$ cat src/rtl/dec_timer16.sv
// dec_timer16 -- loadable countdown timer with prescaler and auto-reload.
//
// The count is decremented once every (prescale+1) clocks while the timer
// is running. When it reaches terminal count, the timer either stops or
// reloads, and it emits a one-cycle done pulse.
//
// Ports:
//   clk          single clock, rising edge
//   reset        synchronous, active-high, highest priority
//   load         strobe: capture load_val (into count as well when idle)
//   load_val     value to count down from
//   prescale     clocks per decrement minus one, latched on an accepted start
//   start        strobe: begin or resume counting
//   stop         strobe: pause counting (wins over start and over a tick)
//   auto_reload  1 = reload from reload_reg at terminal count and keep running
//   count        current count (registered)
//   busy         1 while running (registered)
//   done         one-cycle pulse at terminal count (registered)
module dec_timer16 #(
  parameter int WIDTH = 16,
  parameter int PW    = 8
) (
  input  logic             clk,
  input  logic             reset,
  input  logic             load,
  input  logic [WIDTH-1:0] load_val,
  input  logic [PW-1:0]    prescale,
  input  logic             start,
  input  logic             stop,
  input  logic             auto_reload,
  output logic [WIDTH-1:0] count,
  output logic             busy,
  output logic             done
);

  typedef enum logic {IDLE = 1'b0, RUN = 1'b1} state_t;

  state_t           state, state_d;
  logic [WIDTH-1:0] reload_reg, reload_d;
  logic [PW-1:0]    ps_lat, ps_d;
  logic [PW-1:0]    pc, pc_d;
  logic [WIDTH-1:0] count_d;
  logic [WIDTH-1:0] eff_count;
  logic             done_d;
  logic             tick;

  // Terminal count covers both 0 and 1, so the counter can never wrap
  // from 0 to all-ones (0 only occurs in RUN when reload_reg is 0).
  function automatic logic is_terminal(input logic [WIDTH-1:0] c);
    return (c[WIDTH-1:1] == '0);
  endfunction

  assign tick = (pc == ps_lat);

  always_comb begin
    state_d   = state;
    reload_d  = reload_reg;
    ps_d      = ps_lat;
    pc_d      = pc;
    count_d   = count;
    done_d    = 1'b0;
    eff_count = count;

    case (state)
      IDLE: begin
        if (!stop) begin
          // A same-cycle load is applied first, so start sees load_val.
          if (load) begin
            reload_d  = load_val;
            count_d   = load_val;
            eff_count = load_val;
          end
          if (start) begin
            if (eff_count != '0) begin
              state_d = RUN;
              ps_d    = prescale;
              pc_d    = '0;
            end else begin
              done_d = 1'b1;
            end
          end
        end
      end

      RUN: begin
        if (stop) begin
          state_d = IDLE;
          pc_d    = '0;
        end else begin
          // load while running only stages the next reload value.
          if (load) begin
            reload_d = load_val;
          end
          if (tick) begin
            pc_d = '0;
            if (!is_terminal(count)) begin
              count_d = count - 1'b1;
            end else begin
              done_d = 1'b1;
              if (auto_reload) begin
                count_d = reload_reg;
              end else begin
                count_d = '0;
                state_d = IDLE;
              end
            end
          end else begin
            pc_d = pc + 1'b1;
          end
        end
      end

      default: begin
        state_d = IDLE;
      end
    endcase
  end

  always_ff @(posedge clk) begin
    if (reset) begin
      state      <= IDLE;
      count      <= '0;
      reload_reg <= '0;
      ps_lat     <= '0;
      pc         <= '0;
      busy       <= 1'b0;
      done       <= 1'b0;
    end else begin
      state      <= state_d;
      count      <= count_d;
      reload_reg <= reload_d;
      ps_lat     <= ps_d;
      pc         <= pc_d;
      busy       <= (state_d == RUN);
      done       <= done_d;
    end
  end

endmodule

$ cat config.mk
export PLATFORM = sky130hd
export DESIGN_NAME = dec_timer16
export DESIGN_NICKNAME = d
export VERILOG_FILES = /design/src/rtl/dec_timer16.sv
export SDC_FILE = /design/constraint.sdc
export NUM_CORES = 1
export LEC_CHECK = 0
export CORE_MARGIN = 2
export CORE_UTILIZATION = 25
export DETAILED_ROUTE_END_ITERATION = 8
export PLACE_DENSITY = 0.53
export SYNTH_ARGS = -nofsm -noshare
export SYNTH_HDL_FRONTEND = slang
export SYNTH_SLANG_ARGS = --single-unit
export TNS_END_PERCENT = 5
$ cat constraint.sdc
create_clock -name clk -period 3.44 [get_ports clk]
set_input_delay 0.688 -clock clk [delete_from_list [all_inputs] [get_ports clk]]
set_output_delay 0.688 -clock clk [all_outputs]
set_load 0.1 [all_outputs]
# --- After elaboration in Yosys (flattened, before gate mapping) ---
# Cells that the tools add are included.
# Widths: inputs -> output; s select.
word_totals:
  ff_bits: 50
  latch_bits: 0
  mem_bits_rw: 0
  mem_bits_ro: 0
  input_bits: 30
  output_inout_bits: 18
  word_cells: 53
  memories: 0
classes:
  addsub: 2
  mul: 0
  div_mod_pow: 0
  magnitude_cmp: 0
  eq_ne: 6
  shift: 0
  muxes: 31
  bitwise: 2
  reduce_logical: 6
ops:
  columns: ["operator", "count"]
  rows:
  - ["$mux 16", 9]
  - ["$mux 8", 5]
  - ["$pmux 16 s2", 1]
  - ["$pmux 8 s2", 1]
  - ["$reduce_bool 16->1", 1]
  - ["$sub 16x1->16 const B", 1]
  - ["$logic_not 15->1", 1]
  - ["$mux 1", 13]
  - ["$add 8x1->8 const B", 1]
  - ["$eq 8x8->1", 1]
  - ["$ne 2x2->1 const B", 4]
  - ["$reduce_and 3->1", 2]
  - ["$pmux 1 s2", 2]
  - ["$reduce_and 4->1", 1]
  - ["$ne 2x1->1 const B", 1]
  - ["$not 1->1", 2]
  - ["$reduce_and 2->1", 1]

# --- Logic depth before layout (Yosys ltp) ---
# Gate-level depths: netlist (run 1).
logic_depth:
  depth_word: 8
  ltp_mapped: 8
  ltp_nobuf: 8

# --- Worst setup path after synthesis (run 1) ---
# OpenSTA, ideal clock, no wires.
synth_timing:
  path_type: "register to register"
  start: "register count[2]"
  end: "register pc[6]"
  setup_time_ns: 0.070
  arrival_ns: 2.443
  t_required_ns: 3.370
  path_slack_ns: 0.927
  stages_incl_launch_ff: 8
  path_buffers: 1
  period_less_slack_ns: 2.513
  path_cell_list: "dfxtp_1 > clkbuf_1 > nor3_1 > o211ai_1 > a221o_1 > a21oi_4 > or4_1 > a21oi_1"
synth_via:
  elab_chain_len: 6
synth_rtl:
  columns: ["item", "line", "source"]
  rows:
  - ["start, declared", "31", "output logic [WIDTH-1:0] count,"]
  - ["start signal, assigned", "130", "count <= count_d;"]
  - ["$mux 16", null, null]
  - ["$mux 16", "66", "if (!stop) begin"]
  - ["$mux 16", "64", "case (state)"]
  - ["$reduce_bool 16->1", "74", "if (eff_count != '0) begin"]
  - ["$ne 2x2->1 (no line)", null, null]
  - ["$reduce_and 3->1 (no line)", null, null]
  - ["end signal, assigned", "133", "pc <= pc_d;"]
  - ["end, declared", "41", "logic [PW-1:0] pc, pc_d;"]
# No other way between the ends. The select of a mux whose other input is x is not followed.
# A chain may end at the register's enable or synchronous reset.

# --- Final worst setup path (run 1) ---
layout_timing:
  start: "input load"
  end: "register pc[4]"
layout_via:
  elab_chain_len: 6
layout_rtl:
  columns: ["item", "line", "source"]
  rows:
  - ["start, declared", "25", "input logic load,"]
  - ["$mux 16", null, null]
  - ["$mux 16", "66", null]
  - ["$mux 16", "64", null]
  - ["$reduce_bool 16->1", "74", null]
  - ["$ne 2x2->1 (no line)", null, null]
  - ["$reduce_and 3->1 (no line)", null, null]
# No other way between the ends. The select of a mux whose other input is x is not followed.

==> results of run 1 <==
## worst max-delay path, delay by kind of cell
kind	cells	cell delay [ns]
AOI/OAI and AO/OA	4	1.21
buffers and inverters	2	0.63
and+or+nand+nor	1	0.52
## stage by stage
step                      power (uW)  util [%]  hold slack [ns]
after floorplan                 1007         -           0.4319
after global placement          1146     30.78           0.4441
after detailed placement        1148     30.78           0.4471
after CTS                       1652     32.05           0.4603
after global routing            1714     32.05           0.4889
final                           1634     32.05           0.4586
## kinds of logic (layout without fill, tap and decap cells)
group                    Yosys count  after routing  synth area share [%]
AO/OA/AOI/OAI                     80             80                 20.00
XOR/XNOR                          20             20                 6.321
adder cells (fa/ha/maj)            2              2                0.9028
buffers and inverters             34             71                 5.057
flip-flops                        50             50                 36.12
multiplexers                      20             20                 7.223
AND/OR/NAND/NOR                  144            144                 24.38
## final timing paths
| check | startpoint | end | slack [ns] | cells after the start |
|---|---|---|---|---|
| min reg2reg | reload_reg[9]$_SDFFE_PP0P_ | reload_reg[9]$_SDFFE_PP0P_ | 0.46 | 2 |
| max reg2reg | pc[3]$_SDFFE_PP0P_ | count[11]$_SDFFE_PP0P_ | 1.08 | 7 |
| max | load | pc[4]$_SDFFE_PP0P_ | 0.65 | 7 |
| min | reload_reg[9]$_SDFFE_PP0P_ | reload_reg[9]$_SDFFE_PP0P_ | 0.46 | 2 |
## power by group through the flow
stage	Sequential, uW	Combinational, uW	Clock [uW]
floorplan	772	235	0
global placement	668	478	0
detailed placement	669	479	0
CTS	656	481	515
global route	662	518	533
finish	656	479	500
## cell type report
class,instances,area [um^2]
clock buffers,5,68.82
clock inverters,3,68.82
fillers,1200,7366
inverters,8,30.03
multi-input cells,266,1630
flip-flops and latches,50,1001
well taps,140,175.2
repair buffers,55,500.5
## synth_stat cells, types with 2 or more instances
cell type  instances
nor4_1             6
nand4_1            2
a221oi_1           4
inv_1              8
a32o_1            11
a21oi_1           24
or3_1              3
nor3_2             2
nor2b_1            5
nand2_1           59
a211oi_1           2
buf_2              4
o31ai_1            2
o21ai_0           13
nor2_1            27
and3_1             3
nor3_1            10
xnor2_1            6
dfxtp_1           50
or4_1              3
nand3_1           16
xor2_1            14
clkbuf_1          19
a31oi_1            7
o211ai_1           8
nor3b_1            4
ha_1               2
buf_1              2
mux2i_1           20
## layer usage
metal | vias to the layer above | part of all wire, %
li1 | 1325 | -
met1 | 1275 | 50
met2 | 61 | 44
met3 | 11 | 4.6
met4 | 0 | 1.4
met5 | - | 0
==> results by group, run 1 <==
Floorplanning
  – Die Width: 109.3 um
  – Core Footprint: 10840 um^2
  – Die height: 109.3 um
  – Die area: 11940 um^2
  – Ports: 48
  – Starting Density: 25.57%
  – Row cnt: 38

Placement
  – I/O Buffers: 47
  – Area post-placement: 3337 um^2
  – DP Worst Slack: 0.3391 ns
  – DP Wirelength: 5899 um
  – Placed insts: 519
  – Routability cong.: 0.8816

Clocking
  – Post_cts resized: 0
  – Setup bufs post-CTS: 0
  – CTS sink count: 50
  – Clk root buf: clkbuf_8
  – TritonCTS clock tree: yes
  – Clock Pin Slew Worst Setup and Hold Paths: 0.10 ns
  – CTS Hold Bufs: 0
  – Num CTS Buffers: 5
  – Maximum clock path buffer count: 2
  – Worst-skew pair later-pin latency: 0.31 ns
  – H-tree depth: 2

Route
  – Iter 0 DRT Violations: 149
  – Drt drc: 0
  – Detailed Routing Iterations Pass 1: 4
  – Wire per inst: 15.79 um
  – Vias per Instance: 5.070
  – Post-Route WL: 8320 um
  – Routed via count: 2672
  – Routed Antenna Nets: 0

Yosys
  – Post-synth top area cell: dfxtp_1
  – Top cells by area, synth: dfxtp_1 (36%), nand2_1 (8.0%), mux2i_1 (7.2%), xor2_1 (4.4%), a21oi_1 (4.3%)
  – Cell Area, Synth: 2771 um^2
  – Post-synthesis area per instance: 7.918 um^2
  – Ys async rst share: 0%
  – Syn nets: 382
  – Post-synthesis sequential area ratio: 36.12%
  – Post-synth top flop: dfxtp_1
  – Synth Register Bits: 50
  – Top cell type's share of synthesized area: 36.12%
  – Synthesis Warnings: 0
  – Synthesized instance count: 350
  – Number of synthesized flops with an enable pin: 0
  – Library cells used by synthesis: 43

Worst setup path
  – CP Class: in -> reg
  – Max stage delay on crit path: 0.52 ns
  – CP cell instances: clkdlybuf4s50_1 > buf_12 > or4b_1 > a221o_1 > a21oi_4 > o21bai_2 > o21ba_2
  – Setup crit end kind: flip-flop
  – Critical-path top delay cell: or4b_1
  – CP Max Fanout: 28
  – Worst EP arrival: 3.06 ns
  – Crit path required time: 3.71 ns
  – CP Launch Type: input pin

Timing
  – Setup TNS: 0 ns
  – Slew headroom: 35.84%
  – Final min period: 2.793 ns
  – Final hold violation count: 0
  – Final Worst Setup Slack: 0.6468 ns
  – Final setup viols: 0
  – Worst-margin pin slew: 0.9593 ns
  – Final Cycle Share: 81.20%
  – RSZ-0062 raised after global routing: false
  – Max Transition Viols Final: 0
  – Fmax: 358.0 MHz
  – Worst Skew: 0.006179 ns

Final layout
  – Commonest non-fill, non-tap cell in the layout: nand2_1
  – Most frequent cells in the layout: nand2_1 (59), dfxtp_1 (50), clkdlybuf4s50_1 (30), nor2_1 (27)
  – Antenna diode count: 0
  – Final instance area: 3475 um^2
  – P&R area growth vs syn: 25.37%
  – Non-filler cells, final: 527
  – Share of post-route cells with drive strength above 1: 10.59%
  – Layout Nets: 418

GRT
  – GRT met2 Usage: 21.61%
  – Grt met1 use: 20.30%
  – Total track usage: 14.11%
  – First-pass GRT wire length: 13060 um
  – Largest net degree at the start of global routing: 29
  – Antenna violations before repair: 0
  – Vias in the first global route: 2480
  – GR Layer Usage met3: 2.134%
  – Gr busiest metal: met2
  – Remaining Overflow, GRT: 0

Pwr
  – Pwr Density: 470.4 nW/um^2
  – Comb pwr share: 29.3%
  – Flop pwr share: 40.1%
  – Sw frac: 34.77%
  – Leakage power: 0.001324 uW
  – Internal power: 1066 uW
  – Clock Power Share: 30.6%
  – Maximum vdd drop: 215.2 uV
  – Net Sw Power: 568.3 uW

Min path
  – HP Class: reg -> reg

Run
  – Max-Cap Viols: 0

Run status
  – Status: complete, no violations
No activity file was read; power rests on OpenSTA's default activity.
==> inputs of run 2 (changes only) <==
Settings changed: PLACE_DENSITY 0.53 to 0.54.
Clock period 3.44 ns to 2.35 ns, I/O delays scaled along.
==> run 2 against run 1 <==
Global-route usage grew 0.42 points. Critical path type unchanged. Routed wire length grew 0.47%. Die area unchanged. Highest routed layer unchanged. Utilization is 2.1 points higher. Sequential cell count unchanged. Worst hold slack got worse by 0.0029 ns. Via count up 3.1%. Worst setup slack got worse by 0.58 ns.
==> results by group, run 2 (synthesis gave the netlist of run 1 again) <==
Placement
  – Routability cong.: 0.8688 (-1.5%)
  – I/O Buffers: 47 (unchanged)
  – DP Wirelength: 6311 um (+7.0%)
  – Area post-placement: 3617 um^2 (+8.4%)

Route
  – Routed Antenna Nets: 0 (unchanged)
  – Wire per inst: 15.06 um (-4.6%)
  – Vias per Instance: 4.964 (-2.1%)
  – Detailed Routing Iterations Pass 1: 4 (unchanged)
  – Routed via count: 2755 (+3.1%)
  – Post-Route WL: 8359 um (+0.47%)
  – Iter 0 DRT Violations: 150 (+0.67%)
  – Drt drc: 0 (unchanged)

Final layout
  – Layout Nets: 448 (+7.2%)
  – Share of post-route cells with drive strength above 1: 18.80% (+8.2 points)
  – Commonest non-fill, non-tap cell in the layout: nand2_1
  – Antenna diode count: 0 (unchanged)
  – Fillers: 1156 (-3.7%)
  – Core occupancy in the finished layout: 34.19% (+2.1 points)
  – Most frequent cells in the layout: nand2_1 (59), buf_4 (51), dfxtp_1 (44), clkdlybuf4s50_1 (28), nor2_1 (26)
  – P&R area growth vs syn: 33.72%
  – Final instance area: 3706 um^2 (+6.7%)

GRT
  – GR Layer Usage met3: 2.608% (+0.47 points)
  – Grt met1 use: 19.84% (-0.46 points)
  – GRT met2 Usage: 23.38% (+1.8 points)
  – Vias in the first global route: 2702 (+9.0%)
  – Gr busiest metal: met2
  – Total track usage: 14.53% (+0.42 points)
  – Largest net degree at the start of global routing: 26 (-10%)
  – First-pass GRT wire length: 13640 um (+4.4%)
  – Antenna violations before repair: 0 (unchanged)
  – Remaining Overflow, GRT: 0 (unchanged)

Run status
  – Status: complete, no violations

Run
  – Max-Cap Viols: 0 (unchanged)

Floorplanning
  – Die height: 109.3 um (unchanged)
  – Row cnt: 38 (unchanged)
  – Die area: 11940 um^2 (unchanged)
  – Die Width: 109.3 um (unchanged)
  – Starting Density: 25.57% (unchanged)
  – Ports: 48 (unchanged)
  – Core Footprint: 10840 um^2 (unchanged)

Worst setup path
  – CP Buf/Inv Count: 3 (+1)
  – Worst EP arrival: 2.48 ns (-0.58 ns)
  – CP Launch Type: input pin
  – CP Class: in -> reg
  – Crit path required time: 2.55 ns (-1.16 ns)
  – Crit-path leading delay family: buffers and inverters
  – CP Max Fanout: 14 (-50%)
  – Reg2reg setup slack: 0.24 ns (-0.84 ns)
  – CP cell instances: clkdlybuf4s50_1 > nor4_1 > buf_4 > nand3_1 > a221o_1 > a21oi_4 > buf_12 > nor3_1 > o21ba_2
  – Max stage delay on crit path: 0.48 ns (-0.04 ns)
  – Critical-path top delay cell: clkdlybuf4s50_1
  – Setup crit end kind: flip-flop

Timing
  – Fmax: 438.1 MHz
  – Worst-margin pin slew: 0.9966 ns (+0.03726 ns)
  – Setup TNS: 0 ns (unchanged)
  – Final hold violation count: 0 (unchanged)
  – Final min period: 2.282 ns
  – Final setup viols: 0 (unchanged)
  – Worst Skew: 0.01365 ns (+0.007468 ns)
  – Max Transition Viols Final: 0 (unchanged)
  – RSZ-0062 raised after global routing: false
  – Slew headroom: 33.42% (-2.4 points)
  – Final Cycle Share: 97.12%

Clocking
  – Worst-skew pair later-pin latency: 0.31 ns (about the same)
  – CTS sink count: 50 (unchanged)
  – Maximum clock path buffer count: 2 (unchanged)
  – Setup bufs post-CTS: 0 (unchanged)
  – Clock Pin Slew Worst Setup and Hold Paths: 0.10 ns (about the same)
  – Clk root buf: clkbuf_8
  – TritonCTS clock tree: yes
  – Num CTS Buffers: 5 (unchanged)
  – H-tree depth: 2 (unchanged)

Pwr
  – Leakage power: 0.001472 uW (+11%)
  – Power Total: 2238 uW (+37%)
  – Pwr Density: 603.9 nW/um^2 (+28%)
  – Maximum vdd drop: 231.2 uV (+7.4%)

Min path
  – HP Class: reg -> reg
## run 2: layout make-up
cell class / count / area (um^2) / area share, %
clock buffers: 6 / 82.58 / 2.228
inverters: 8 / 30.03 / 0.8103
multi-input cells: 266 / 1634 / 44.09
repair buffers: 85 / 775.7 / 20.93
flip-flops and latches: 50 / 1008 / 27.21
well taps: 140 / 175.2 / 4.727
## run 2: worst paths after layout
kind | cells after the start | from | endpoint
setup / recovery | 9 | load_val[9] | pc[4]$_SDFFE_PP0P_
setup reg to reg | 6 | pc[2]$_SDFFE_PP0P_ | count[7]$_SDFFE_PP0P_
hold / removal | 2 | reload_reg[4]$_SDFFE_PP0P_ | reload_reg[4]$_SDFFE_PP0P_
hold reg to reg | 2 | reload_reg[4]$_SDFFE_PP0P_ | reload_reg[4]$_SDFFE_PP0P_
## run 2: where the power goes
part / switching, uW / internal (uW) / total [uW] / leakage (uW)
logic: 472 / 302 / 773 / 0.00102
registers: 67.5 / 896 / 963 / 0.000411
clock network: 274 / 228 / 502 / 0.0000431
total: 813 / 1420 / 2240 / 0.00147
## run 2: worst reg2reg max path, cell delays in order, from the launching register on
cell	delay [ns]
dfxtp_1	0.43
xor2_1	0.17
nor4_1	0.08
nand2_1	0.12
a21o_1	0.22
nor2b_1	0.82
a32o_1	0.22
## run 2: repair_timing
item                       CTS  global route
setup endpoints to repair   22             9
cloned                       0             0
resized for setup            2             1
pin swaps                    1             1
hold buffers                 0             0
## run 2: through the flow
step           hold WS, ns  instances  setup WS, ns
2_1_floorplan       0.4319        350     0.0004718
3_3_place_gp        0.4432        549       -0.3584
3_5_place_dp        0.4463        549       -0.3867
4_1_cts             0.4594        555      0.008141
5_1_grt             0.4908        555      0.009743
6_report            0.4556        555       0.06765
## run 2: routing by layer
metal  up-vias  part of all wire, %
met5         -                    0
met4         0                  1.4
met3         9                  5.0
met2        57                   45
met1      1310                   49
li1       1379                    -
==> inputs of run 3 (changes only) <==
Settings changed: SKIP_LAST_GASP from default to 1.
==> run 3 against run 2 <==
The run now ends with negative setup slack left. First-iteration DRC count is the same. Routed wire length shrank 0.19%. Worst setup slack lost 0.084 ns. Total power is essentially flat. Via count shrank 0.25%. Sequential share of layout area is essentially flat. Clock power is essentially flat. Clock skew grew 0.00058 ns. Combinational power is essentially flat. Critical endpoint unchanged.
==> results by group, run 3 (synthesis gave the netlist of run 1 again) <==
GRT
  – Largest net degree at the start of global routing: 26 (unchanged)
  – Total track usage: 14.53% (unchanged)
  – Vias in the first global route: 2702 (unchanged)
  – Remaining Overflow, GRT: 0 (unchanged)
  – Antenna violations before repair: 0 (unchanged)
  – First-pass GRT wire length: 13640 um (unchanged)

Final layout
  – Commonest non-fill, non-tap cell in the layout: nand2_1
  – Share of post-route cells with drive strength above 1: 18.80% (unchanged)
  – Layout Nets: 448 (unchanged)
  – Antenna diode count: 0 (unchanged)
  – Final instance area: 3704 um^2 (about the same)
  – Fillers: 1157 (+0.087%)
  – Most frequent cells in the layout: nand2_1 (59), buf_4 (51), dfxtp_1 (44), clkdlybuf4s50_1 (29), nor2_1 (26)
  – Multi-input logic area: 1634 um^2 (unchanged)
  – Storage element area: 1008 um^2 (unchanged)
  – P&R area growth vs syn: 33.63% (about the same)

Route
  – Wire per inst: 15.03 um (-0.19%)
  – Post-Route WL: 8343 um (-0.19%)
  – Iter 0 DRT Violations: 150 (unchanged)
  – Drt drc: 0 (unchanged)
  – Detailed Routing Iterations Pass 1: 4 (unchanged)
  – Vias per Instance: 4.951 (-0.25%)
  – Routed Antenna Nets: 0 (unchanged)
  – Routed via count: 2748 (-0.25%)

Floorplanning
  – Starting Density: 25.57% (unchanged)
  – Ports: 48 (unchanged)
  – Die area: 11940 um^2 (unchanged)
  – Die height: 109.3 um (unchanged)
  – Row cnt: 38 (unchanged)
  – Die Width: 109.3 um (unchanged)
  – Core Footprint: 10840 um^2 (unchanged)

Timing
  – Worst Skew: 0.01423 ns (+0.0005813 ns)
  – Max Transition Viols Final: 0 (unchanged)
  – Slew headroom: 36.26% (+2.8 points)
  – Final setup viols: 2 (+2)
  – Fmax: 422.6 MHz (-3.5%)
  – Final Worst Setup Slack: -0.01605 ns (-0.08370 ns)
  – Final min period: 2.366 ns (+0.08370 ns)
  – Final hold violation count: 0 (unchanged)
  – RSZ-0062 raised after global routing: true
  – Worst-margin pin slew: 0.9542 ns (-0.04239 ns)
  – Final Cycle Share: 100.7% (+3.6 points)

Min path
  – Worst hold start: reload_reg[4]$_SDFFE_PP0P_
  – Hold Path Depth: 2 (unchanged)
  – Hold Path Sink: reload_reg[4]$_SDFFE_PP0P_
  – HP Class: reg -> reg

Clocking
  – H-tree depth: 2 (unchanged)
  – CTS sink count: 50 (unchanged)
  – Num CTS Buffers: 5 (unchanged)
  – Clk root buf: clkbuf_8
  – CTS Hold Bufs: 0 (unchanged)
  – Worst-skew pair later-pin latency: 0.31 ns (about the same)
  – Setup bufs post-CTS: 0 (unchanged)
  – Clock Pin Slew Worst Setup and Hold Paths: 0.10 ns (about the same)
  – Maximum clock path buffer count: 2 (unchanged)
  – TritonCTS clock tree: yes

Placement
  – DP Wirelength: 6311 um (unchanged)
  – DP Worst Slack: -0.3867 ns (unchanged)
  – Area post-placement: 3617 um^2 (unchanged)
  – Routability cong.: 0.8688 (unchanged)
  – I/O Buffers: 47 (unchanged)

Run status
  – Status: finished, violations left
  – Failing checks: negative setup slack

Worst setup path
  – Reg2reg setup slack: 0.24 ns (about the same)
  – Crit path required time: 2.55 ns (about the same)
  – Worst EP arrival: 2.56 ns (+0.08 ns)
  – Reg-to-Reg End: pc[4]$_SDFFE_PP0P_
  – CP Class: in -> reg
  – Worst r2r path cells: 7 (+1)
  – R2r startpoint: count[10]$_SDFFE_PP0P_
  – CP Launch Type: input pin
  – Setup crit end kind: flip-flop
  – CP Max Fanout: 16 (+2)

Pwr
  – Maximum vdd drop: 232.4 uV (+0.51%)
  – Leakage power: 0.001463 uW (-0.63%)
  – Pwr Density: 604.6 nW/um^2 (+0.12%)

Run
  – Max-Cap Viols: 0 (unchanged)
==> run 3: cell types whose count changed in the layout (fill, tap and decap cells not counted) <==
| cell | before | now |
|---|---|---|
| clkdlybuf4s50_1 | 28 | 29 |
| dlymetal6s2s_1 | 1 | 0 |
==> run 3: metrics by stage <==
step	hold WS (ns)	TNS [ns]	power (uW)	util, %	cells
2_1_floorplan	0.4319	0	1476	-	350
3_3_place_gp	0.4432	-5.195	1749	33.37	549
3_5_place_dp	0.4463	-5.672	1755	33.37	549
4_1_cts	0.4594	-0.1997	2263	34.14	555
5_1_grt	0.4908	-0.5910	2357	34.16	555
6_report	0.4557	-0.02435	2239	34.16	555
==> run 3: layer usage <==
layer / routed length [um] / global-route usage [%]
met2: 3725 / 23.38
met1: 4073 / 19.84
met4: 117 / 4.340
met5: 0 / 0
met3: 426 / 2.608
==> run 3: how the worst max path moves through the flow <==
stage / depth (start not counted) / slack [ns] / start / to
floorplan: 6 / 0.0005 / count[4]$_SDFFE_PP0P_ / pc[6]$_SDFFE_PP0P_
global placement: 7 / -0.36 / load / state$_SDFF_PP0_
detailed placement: 7 / -0.39 / load / state$_SDFF_PP0_
CTS: 6 / -0.03 / pc[4]$_SDFFE_PP0P_ / count[5]$_SDFFE_PP0P_
global route: 8 / -0.06 / load / pc[1]$_SDFFE_PP0P_
finish: 8 / -0.02 / load / pc[4]$_SDFFE_PP0P_
==> run 3: layout make-up <==
type	instances	share of cell area (%)
Clock buffer	6	2.230
Inverter	8	0.8108
Multi-Input combinational cell	266	44.12
Sequential cell	50	27.23
Tap cell	140	4.730
Timing Repair Buffer	85	20.88
==> run 3: worst max-delay path, cell delays in order <==
cell             delay [ns]
clkdlybuf4s50_1        0.45
buf_12                 0.17
or4b_1                 0.50
a221o_1                0.39
a21oi_4                0.18
buf_12                 0.15
nor3_1                 0.05
o21ba_2                0.19
==> run 3: timing repair <==
item	4_1_cts	5_1_grt
endpoints found under the setup margin	22	27
gates resized for setup	1	1
gates cloned	0	0
==> run 3: power breakdown <==
part | internal [uW] | switching, uW | total (uW)
combinational | 302 | 471 | 773
sequential | 896 | 67.6 | 963
clock | 228 | 275 | 503
total | 1430 | 814 | 2240
